[config.mk]
export PLATFORM = sky130hd
export DESIGN_NAME = imm_control_sequencer
export DESIGN_NICKNAME = d
export VERILOG_FILES = /design/src/rtl/imm_control_sequencer.sv
export SDC_FILE = /design/constraint.sdc
export NUM_CORES = 1
export LEC_CHECK = 0
export ABC_AREA = 1
export CORE_MARGIN = 5
export CORE_UTILIZATION = 46
export CTS_CLUSTER_SIZE = 24
export DETAILED_ROUTE_END_ITERATION = 10
export PLACE_DENSITY = 0.86
export SETUP_SLACK_MARGIN = 0.05
export SYNTH_ARGS = -nofsm -noshare
export SYNTH_HDL_FRONTEND = slang
export SYNTH_SLANG_ARGS = --single-unit
[constraint.sdc]
create_clock -name clk -period 3.4 [get_ports clk]
set_input_delay 0.51 -clock clk [delete_from_list [all_inputs] [get_ports clk]]
set_output_delay 0.51 -clock clk [all_outputs]
set_load 0.05 [all_outputs]
[src/rtl/imm_control_sequencer.sv]
// ----------------------------------------------------------------------------
// imm_control_sequencer
//   Hardwired control sequencer for the immediate-form instructions
//   ldi / addi / andi / ori. One instruction is fetched, decoded and executed
//   in the steps T0..T5. Any other opcode drops the sequencer into FAULT,
//   which is left only through clr.
//
//   Optional feature: define SEQ_WATCHDOG_EN to bound the T1 memory wait.
//   Once WD_LIMIT T1 cycles have passed with mem_ready low, the sequencer
//   enters FAULT and raises timeout. Without the macro, T1 waits
//   indefinitely and timeout is tied low.
//
// Ports
//   clk, clr              clock, synchronous active-high reset
//   run                   permit fetch of the next instruction
//   mem_ready             RAM read data valid (ends the T1 wait)
//   opcode[4:0]           IR[31:27]
//   PCout..Cout           fetch / ALU datapath strobes
//   Gra, Grb, Rin_in,
//   BAout                 register-select strobes
//   ALUControl[ALU_W-1:0] one-hot ALU operation, non-zero only in T4
//   step[2:0]             current state code (IDLE=0 .. T5=6, FAULT=7)
//   done                  instruction-complete pulse (T5)
//   illegal               sticky illegal-opcode fault
//   timeout               sticky memory-wait watchdog fault
//   instr_count           completed instructions, wraps modulo 2^CNT_W
// ----------------------------------------------------------------------------
module imm_control_sequencer #(
  parameter int unsigned ALU_W    = 12,
  parameter int unsigned ALU_ADD  = 0,
  parameter int unsigned ALU_AND  = 1,
  parameter int unsigned ALU_OR   = 2,
  parameter int unsigned CNT_W    = 16,
  parameter int unsigned WD_LIMIT = 15
) (
  input  logic             clk,
  input  logic             clr,
  input  logic             run,
  input  logic             mem_ready,
  input  logic [4:0]       opcode,
  output logic             PCout,
  output logic             MARin,
  output logic             IncPC,
  output logic             Zin,
  output logic             PCin,
  output logic             Zlowout,
  output logic             MDRRead,
  output logic             MDRin,
  output logic             MDRout,
  output logic             IRin,
  output logic             Yin,
  output logic             Cout,
  output logic             Gra,
  output logic             Grb,
  output logic             Rin_in,
  output logic             BAout,
  output logic [ALU_W-1:0] ALUControl,
  output logic [2:0]       step,
  output logic             done,
  output logic             illegal,
  output logic             timeout,
  output logic [CNT_W-1:0] instr_count
);

  typedef enum logic [2:0] {
    S_IDLE  = 3'd0,
    S_T0    = 3'd1,
    S_T1    = 3'd2,
    S_T2    = 3'd3,
    S_T3    = 3'd4,
    S_T4    = 3'd5,
    S_T5    = 3'd6,
    S_FAULT = 3'd7
  } state_e;

  typedef enum logic [1:0] {
    ALU_SEL_ADD = 2'd0,
    ALU_SEL_AND = 2'd1,
    ALU_SEL_OR  = 2'd2
  } alu_sel_e;

  state_e           state_q,    state_d;
  alu_sel_e         alu_sel_q,  alu_sel_d;
  logic             first_t1_q, first_t1_d;
  logic             illegal_q,  illegal_d;
  logic [CNT_W-1:0] cnt_q,      cnt_d;

  // All four legal opcodes share the prefix 010; the low two bits pick the op.
  logic opcode_legal;
  logic opcode_is_ldi;
  assign opcode_legal  = (opcode[4:2] == 3'b010);
  assign opcode_is_ldi = (opcode == 5'b01000);

`ifdef SEQ_WATCHDOG_EN
  localparam int unsigned WD_W = (WD_LIMIT < 2) ? 1 : $clog2(WD_LIMIT + 1);
  localparam logic [WD_W-1:0] WD_LAST = WD_W'(WD_LIMIT - 1);

  logic [WD_W-1:0] wd_cnt_q, wd_cnt_d;
  logic            timeout_q, timeout_d;
  logic            wd_expire;

  // Held at zero outside T1, so it is already clear on T1 entry.
  always_comb begin
    wd_cnt_d = '0;
    if (state_q == S_T1) begin
      wd_cnt_d = mem_ready ? wd_cnt_q : wd_cnt_q + 1'b1;
    end
  end

  // The cycle that would bring the count to WD_LIMIT ends the wait.
  assign wd_expire = (state_q == S_T1) && !mem_ready && (wd_cnt_q == WD_LAST);
  assign timeout   = timeout_q;
`else
  logic wd_expire;
  assign wd_expire = 1'b0;
  assign timeout   = 1'b0;
`endif

  // --------------------------------------------------------------------------
  // Next-state logic
  // --------------------------------------------------------------------------
  always_comb begin
    state_d   = state_q;
    alu_sel_d = alu_sel_q;
    illegal_d = illegal_q;
    cnt_d     = cnt_q;
`ifdef SEQ_WATCHDOG_EN
    timeout_d = timeout_q;
`endif

    // T1 is entered only from T0, so this marks the first T1 cycle.
    first_t1_d = (state_q == S_T0);

    unique case (state_q)
      S_IDLE: begin
        if (run) state_d = S_T0;
      end
      S_T0: state_d = S_T1;
      S_T1: begin
        if (mem_ready) begin
          state_d = S_T2;
        end else if (wd_expire) begin
          state_d = S_FAULT;
`ifdef SEQ_WATCHDOG_EN
          timeout_d = 1'b1;
`endif
        end
      end
      S_T2: state_d = S_T3;
      S_T3: begin
        if (opcode_legal) begin
          state_d = S_T4;
          unique case (opcode[1:0])
            2'b10:   alu_sel_d = ALU_SEL_AND;
            2'b11:   alu_sel_d = ALU_SEL_OR;
            default: alu_sel_d = ALU_SEL_ADD;
          endcase
        end else begin
          state_d   = S_FAULT;
          illegal_d = 1'b1;
        end
      end
      S_T4: state_d = S_T5;
      S_T5: begin
        cnt_d   = cnt_q + 1'b1;
        state_d = run ? S_T0 : S_IDLE;
      end
      S_FAULT: state_d = S_FAULT;
      default: state_d = S_IDLE;
    endcase
  end

  // --------------------------------------------------------------------------
  // State registers
  // --------------------------------------------------------------------------
  always_ff @(posedge clk) begin
    if (clr) begin
      state_q    <= S_IDLE;
      alu_sel_q  <= ALU_SEL_ADD;
      first_t1_q <= 1'b0;
      illegal_q  <= 1'b0;
      cnt_q      <= '0;
    end else begin
      state_q    <= state_d;
      alu_sel_q  <= alu_sel_d;
      first_t1_q <= first_t1_d;
      illegal_q  <= illegal_d;
      cnt_q      <= cnt_d;
    end
  end

`ifdef SEQ_WATCHDOG_EN
  always_ff @(posedge clk) begin
    if (clr) begin
      wd_cnt_q  <= '0;
      timeout_q <= 1'b0;
    end else begin
      wd_cnt_q  <= wd_cnt_d;
      timeout_q <= timeout_d;
    end
  end
`endif

  // --------------------------------------------------------------------------
  // Output decode
  // --------------------------------------------------------------------------
  always_comb begin
    PCout      = 1'b0;
    MARin      = 1'b0;
    IncPC      = 1'b0;
    Zin        = 1'b0;
    PCin       = 1'b0;
    Zlowout    = 1'b0;
    MDRRead    = 1'b0;
    MDRin      = 1'b0;
    MDRout     = 1'b0;
    IRin       = 1'b0;
    Yin        = 1'b0;
    Cout       = 1'b0;
    Gra        = 1'b0;
    Grb        = 1'b0;
    Rin_in     = 1'b0;
    BAout      = 1'b0;
    ALUControl = '0;
    done       = 1'b0;

    unique case (state_q)
      S_T0: begin
        PCout = 1'b1;
        MARin = 1'b1;
        IncPC = 1'b1;
        Zin   = 1'b1;
      end
      S_T1: begin
        // PC reload happens once; the read strobes stay up for the whole wait.
        Zlowout = first_t1_q;
        PCin    = first_t1_q;
        MDRRead = 1'b1;
        MDRin   = 1'b1;
      end
      S_T2: begin
        MDRout = 1'b1;
        IRin   = 1'b1;
      end
      S_T3: begin
        Grb   = 1'b1;
        Yin   = 1'b1;
        // opcode comes from IR, which was loaded at the T2 edge and is
        // stable for the whole of T3.
        BAout = opcode_is_ldi;
      end
      S_T4: begin
        Cout = 1'b1;
        Zin  = 1'b1;
        unique case (alu_sel_q)
          ALU_SEL_AND: ALUControl[ALU_AND] = 1'b1;
          ALU_SEL_OR:  ALUControl[ALU_OR]  = 1'b1;
          default:     ALUControl[ALU_ADD] = 1'b1;
        endcase
      end
      S_T5: begin
        Zlowout = 1'b1;
        Gra     = 1'b1;
        Rin_in  = 1'b1;
        done    = 1'b1;
      end
      default: ;
    endcase
  end

  assign step        = state_q;
  assign illegal     = illegal_q;
  assign instr_count = cnt_q;

endmodule

[Yosys cells after proc, flatten, opt, wreduce, memory -nomap -nowiden]
Cells that the tools add are included.
Operators by class
  add/subtract/negate cells: 1
  eq/ne operators: 15
  mux-type cells: 20
  bitwise logic cells: 1
  reduce and logical (&&, ||, !) cells: 6
Operators with widths (number)
  3-bit case mux with 8 select lines: 1
  16-bit by 1-bit adder with 16-bit output (second input constant): 1
  1-bit two-way mux: 13
  3-bit == test (second input constant): 4
  3-bit by 2-bit == test with 1-bit output (second input constant): 3
  3-bit two-way mux: 3
  2-bit == test (second input constant): 3
  2-bit AND reduction: 3
  5-bit by 4-bit == test with 1-bit output (second input constant): 1
  2-bit inequality test (second input constant): 2
  2-bit case mux with 2 select lines: 1
  2-bit OR reduction: 2
  3-bit by 1-bit == test with 1-bit output (second input constant): 1
  3-bit zero test: 1
  2-bit by 1-bit == test with 1-bit output (second input constant): 1
  2-bit two-way mux: 1
  1-bit case mux with 2 select lines: 1
  1-bit NOT: 1
Storage, ports and cells
  flip-flop bits (word level): 23
  bits of input ports: 9
  output and inout port bits: 50

[Depth between registers and ports, before layout]
Gate-level depths: netlist (run 1).
  word-level depth: 4
  mapped depth: 9
  mapped depth without buffers: 9

[Worst setup path after synthesis (run 1)]
Ideal clock, no wire load.
  path type: register -> output
  from: register with a tool-made name
  to: output ALUControl[0]
  data arrival time: 2.995 ns
  slack: -0.105 ns
  stages on the path, launching flop included: 5
  path through: dfxtp_1 > inv_1 > nor3_1 > inv_1 > nor2_1
RTL lines
  to (decl): RTL line 57  | output logic [ALU_W-1:0] ALUControl,

[Final worst setup path (run 1)]
  from: input opcode[3]
  to: output BAout
Between the ends
  cells in the longest elaborated chain, start to end: 2
Ends and longest elaborated chain
  from (decl): RTL line 40  | input logic [4:0] opcode,
  5-bit by 4-bit == test with 1-bit output: RTL line 92  | assign opcode_is_ldi = (opcode == 5'b01000);
  1-bit two-way mux: RTL line 227  | unique case (state_q)
  to (decl): RTL line 56  | output logic BAout,
Every way passes these cells.

==> flow_summary.yaml, run 1 <==
detailed_routing:
  drtPass1Iterations: 4
  routed_wl_um: 3071
  vias: 1377
  vias_per_cell: 4.748
  wl_per_cell_um: 10.59
  dr.first_iter.drc_count: 83
  drc: 0
  antenna_left: 0
run_status:
  run_status: "finished clean"
layout:
  n_antenna_cell: 0
  nNetsFinal: 270
  regArea_um2: 460.4
  area_growth_pct: 31.43
  layoutNonFillerInstCount: 290
  n_fill_cell: 270
  multi_input_area_um2: 691.9
  drive_above_1_share: 0.05058
placement:
  gp_congestion: 0.8460
  place_hpwl_um: 2444
  dp.cells: 286
  io_buffers: 48
global_route:
  overflow: 0
  track_usage: 0.1524
  antenna_found_initial: 0
  grt_start_max_net_pins: 16
  grt_first_pass_wirelength_um: 5175
  grt_pass1_vias: 1183
yosys:
  ys_async_sr_fraction: 0
  yosys.area.top_type_share: 0.3277
  postSynthCellCount: 215
  synth_top_area_cell: "dfxtp_1"
  yosys_warnings: 0
  synth_common_cells: "nand2_1, nor2_1, inv_1"
  seq_area_frac_synth: 0.3277
  synth_area_um2: 1405
  ys_seq_elements: 23
  yosysUniqueCellTypes: 25
  synth_edf_count: 0
  synth.area.top_cells: "dfxtp_1, nand2_1, nor2_1, inv_1, buf_4"
  synth-main-ff-cell: "dfxtp_1"
  syn_area_per_cell_um2: 6.535
  synth_most_common_cell: "nand2_1"
cts:
  clock_latency_ns: 0.32
  cts-root-buf: "clkbuf_4"
  cts_tree: "done"
  h-tree-depth: 1
  cts_hold_buf: 0
  path_clk_slew_ns: 0.13
  cts_inserted_buffers: 3
  clkSinkCount: 23
  cts_resized: 0
  postCtsSetupRepairBufs: 0
  clk_path_buf_depth: 2
timing:
  final-hold-violation-count: 0
  min_period_ns: 2.884
  setup_violations: 0
  worst_pin_slew_ns: 0.5189
  skew_ns: 0.003506
  slew_headroom: 0.6530
  fmaxAchievable_ghz: 0.3467
  grt_setup_unrepaired: "no"
  fin_crit_sh: 0.8484
  setup_tns_ns: 0
  slew_violations: 0
min_path:
  hp-class: "flop to flop"
floorplan:
  coreArea_um2: 3003
  die_height_um: 65.27
  rows: 20
  die_x_um: 65.27
  io_pins: 59
  dieArea_um2: 4260
  initial_core_util: 0.4679
critical_path:
  cp_slowest_cell: "clkdlybuf4s50_1"
  crit_path_end_kind: "primary output"
  critPathRequiredTime_ns: 2.89
  path_cells: "clkdlybuf4s50_1, inv_1, nor2_1, nand2_1, nor2_1, inv_1, nor3_1, clkdlybuf4s50_1"
  path_class: "input pin to primary output"
  setup.worst_path.start: "opcode[3]"
  r2r_end: "instr_count[13]$_SDFFE_PP0P_"
  path_max_fanout: 3
  cp-endpoint: "BAout"
  critPathLaunchType: "input pin"
  reg2regPathDepth: 7
  slowest_delay_ns: 0.83
  r2r_slack_ns: 1.96
  worstPathArrival_ns: 2.37
power:
  p_leak_nw: 0.7700
  total_power_mw: 0.6498
  peakVddDrop_mv: 0.2675
  p_per_area_nw_per_um2: 351.9
flow_run:
  drv_cap: 0
==> stage by stage <==
stage          utilization  setup WS, ns  instance area, um2  hold WS [ns]
3_3_place_gp        0.6063        0.5639                1821        0.4437
2_1_floorplan            -        0.3973                1444        0.4606
6_report            0.6150        0.5155                1847        0.4647
5_1_grt             0.6150        0.3840                1847        0.4930
4_1_cts             0.6150        0.4974                1847        0.4672
3_5_place_dp        0.6063        0.5105                1821        0.4460
==> state kept, by name, indices dropped and copies added (netlist names), named ones only <==
name / flops
instr_count: 16
first_t1_q: 1
step: 2
alu_sel_q: 2
illegal: 1
==> cells in the final DEF (no fill, tap or decap), types with 3 or more instances in the layout <==
cell             count
nand4_1              6
a21oi_1             11
nand3_1              6
dfxtp_1             23
conb_1              10
ha_1                 3
o21ai_0             10
clkbuf_4             3
clkdlybuf4s50_1     48
nor2_1              38
nor3_1               3
nand2_1             43
inv_1               37
==> layout make-up <==
type	instances	share of cell area
inverter	39	0.07927
clock buffer	4	0.01423
multi-input combinational	143	0.3747
timing repair buffer	48	0.2602
tap	33	0.02236
sequential	23	0.2493
==> per-layer routing <==
| metal | vias up | global-route usage | share of wire |
|---|---|---|---|
| met5 | - | 0 | 0 |
| met4 | 0 | 0.06995 | 0.017 |
| met3 | 4 | 0.01880 | 0.061 |
| met2 | 43 | 0.2528 | 0.47 |
| met1 | 612 | 0.1962 | 0.46 |
| li1 | 718 | - | - |
==> power breakdown <==
group / internal [mW] / switching [mW] / total [mW]
combinational: 0.0655 / 0.165 / 0.231
clock: 0.0459 / 0.0834 / 0.129
sequential: 0.278 / 0.0122 / 0.290
==> worst max-delay path, delay by kind of cell <==
family        cells  cell delay, ns
buf+inv           4            1.41
simple gates      4            0.45
==> worst min-delay path by stage <==
stage	from	endpoint	cells past startpoint
6_report	illegal$_SDFFE_PP0P_	illegal$_SDFFE_PP0P_	2
5_1_grt	illegal$_SDFFE_PP0P_	illegal$_SDFFE_PP0P_	2
4_1_cts	illegal$_SDFFE_PP0P_	illegal$_SDFFE_PP0P_	2
3_5_place_dp	illegal$_SDFFE_PP0P_	illegal$_SDFFE_PP0P_	2
3_3_place_gp	illegal$_SDFFE_PP0P_	illegal$_SDFFE_PP0P_	2
2_1_floorplan	alu_sel_q[1]$_SDFFE_PP0P_	alu_sel_q[1]$_SDFFE_PP0P_	2
==> cells by family (layout without fill, tap and decap cells) <==
logic type                 after synthesis  count (layout)  share of synthesized area
DFF                                     23              23                     0.3277
other                                    1              10                   0.002669
AOI/OAI and AO/OA                       24              24                    0.08994
and+or+nand+nor                        106             106                     0.3455
buffers and inverters                   58              91                     0.2075
adders and majority gates                3               3                    0.02672
Power figures use the tool's default switching activity.
==> run 2: changes to the inputs <==
--- a/config.mk
+++ b/config.mk
@@ -7,10 +7,10 @@
 export LEC_CHECK = 0
 export ABC_AREA = 1
 export CORE_MARGIN = 5
-export CORE_UTILIZATION = 46
+export CORE_UTILIZATION = 42
 export CTS_CLUSTER_SIZE = 24
 export DETAILED_ROUTE_END_ITERATION = 10
-export PLACE_DENSITY = 0.86
+export PLACE_DENSITY = 0.79
 export SETUP_SLACK_MARGIN = 0.05
 export SYNTH_ARGS = -nofsm -noshare
 export SYNTH_HDL_FRONTEND = slang
==> constraint.sdc (replaced) <==
create_clock -name clk -period 3 [get_ports clk]
set_input_delay 0.45 -clock clk [delete_from_list [all_inputs] [get_ports clk]]
set_output_delay 0.45 -clock clk [all_outputs]
set_load 0.05 [all_outputs]
==> run 2 against run 1 <==
Sequential share of layout area down 0.20 points. Global-route usage down 1.3 points. Wire length down 3.4%. Via count down 2.5%. Worst setup slack worse by 0.090 ns. Count of clock-buffer cells in the layout down 1. Register-to-register slack worse by 0.34 ns. Clock skew down 0.00081 ns. First-iteration DRC count down 52%. Utilization down 4.8 points.
==> flow_summary.yaml, run 2 (same netlist as run 1, synthesis figures left out) <==
run_status:
  run_status: "finished clean"
power:
  total_power_mw: 0.7293
  p_clk_frac: 0.193
  p_sw_mw: 0.2906
  comb_power_share: 0.357
  peakVddDrop_mv: 0.1565
  swShare: 0.3985
  internal_power_mw: 0.4387
  p_per_area_nw_per_um2: 391.7
  p_leak_nw: 0.7748
  p_seq_frac: 0.450
timing:
  skew_ns: 0.002692
  setup_tns_ns: 0
  slew_violations: 0
  worst_pin_slew_ns: 0.5145
  final-hold-violation-count: 0
  fin_crit_sh: 0.8580
  min_period_ns: 2.574
  fmaxAchievable_ghz: 0.3885
  setup_violations: 0
  grt_setup_unrepaired: "no"
  fin_ws_ns: 0.4259
  slew_headroom: 0.6559
layout:
  multi_input_area_um2: 691.9
  layoutNonFillerInstCount: 303
  n_antenna_cell: 0
  area_growth_pct: 32.50
  nNetsFinal: 270
  largest_reg_flops: 16
  final_common_cell: "clkdlybuf4s50_1"
  regArea_um2: 460.4
  n_fill_cell: 310
  final_cell_mix: "clkdlybuf4s50_1, nand2_1, nor2_1"
  drive_above_1_share: 0.05837
critical_path:
  r2r_start: "step[1]$_SDFFE_PP0P_"
  critPathRequiredTime_ns: 2.55
  crit_path_end_kind: "primary output"
  worstPathArrival_ns: 2.12
  critPathLaunchType: "flop"
  path_max_fanout: 8
  path_class: "flop to primary output"
detailed_routing:
  drc: 0
  drtPass1Iterations: 4
  vias_per_cell: 4.432
  dr.first_iter.drc_count: 40
  vias: 1343
  antenna_left: 0
  routed_wl_um: 2967
  wl_per_cell_um: 9.792
cts:
  postCtsSetupRepairBufs: 0
  cts_hold_buf: 0
  clkSinkCount: 23
  cts-root-buf: "clkbuf_4"
  clk_path_buf_depth: 2
  cts_tree: "done"
  cts_inserted_buffers: 3
  h-tree-depth: 1
  cts_resized: 0
  clock_latency_ns: 0.30
  path_clk_slew_ns: 0.12
global_route:
  antenna_found_initial: 0
  grt_pass1_vias: 1218
  grt_start_max_net_pins: 16
  overflow: 0
  grt_first_pass_wirelength_um: 5126
  track_usage: 0.1394
placement:
  place_hpwl_um: 2441
  pre_cts_slack_ns: 0.7724
  gp_congestion: 0.7896
  io_buffers: 48
  dp.cells: 299
floorplan:
  rows: 21
  coreArea_um2: 3284
  io_pins: 59
  die_height_um: 67.84
  dieArea_um2: 4602
  initial_core_util: 0.4278
  die_x_um: 67.84
flow_run:
  drv_cap: 0
min_path:
  hp-class: "flop to flop"
  hold_start: "illegal$_SDFFE_PP0P_"
==> run 2: layout make-up <==
| type | instances | share of cell area |
|---|---|---|
| Clock inverter | 1 | 0.002688 |
| Clock buffer | 3 | 0.01210 |
| Sequential cell | 23 | 0.2473 |
| Timing Repair Buffer | 48 | 0.2567 |
| Multi-Input combinational cell | 143 | 0.3716 |
| Inverter | 39 | 0.07863 |
| Tap cell | 46 | 0.03091 |
==> run 2: power groups by stage <==
stage	Combinational (mW)	Sequential, mW	Clock (mW)
final	0.261	0.328	0.140
after global routing	0.275	0.330	0.161
after CTS	0.262	0.328	0.150
after detailed placement	0.261	0.335	0
after global placement	0.261	0.335	0
after floorplan	0.183	0.361	0
==> run 2: per-layer routing <==
layer  GRT usage  part of all wire  vias to the layer above
met3     0.01806             0.058                        2
li1            -                 -                      722
met5           0                 0                        -
met1      0.1884              0.47                      584
met2      0.2369              0.47                       35
met4     0.02978            0.0074                        0
==> run 2: worst paths after layout <==
check                            endpoint  slack, ns  cells past startpoint
max                         ALUControl[1]       0.43                      5
min                  illegal$_SDFFE_PP0P_       0.46                      2
max reg2reg  instr_count[13]$_SDFFE_PP0P_       1.62                      7
min reg2reg          illegal$_SDFFE_PP0P_       0.46                      2
==> run 2: metrics by stage <==
stage | area (um2) | hold WS [ns] | utilization
final | 1862 | 0.4581 | 0.5669
after CTS | 1862 | 0.4643 | 0.5669
after floorplan | 1444 | 0.4606 | -
after global routing | 1862 | 0.4835 | 0.5669
after detailed placement | 1834 | 0.4459 | 0.5585
after global placement | 1834 | 0.4385 | 0.5585
==> run 2: worst max-delay path, cell delays in order (launching register included) <==
cell and delay, ns:
dfxtp_1 0.49, inv_1 0.14, nor3_2 0.16, inv_1 0.11
nor2_1 0.09, clkdlybuf4s50_1 0.81
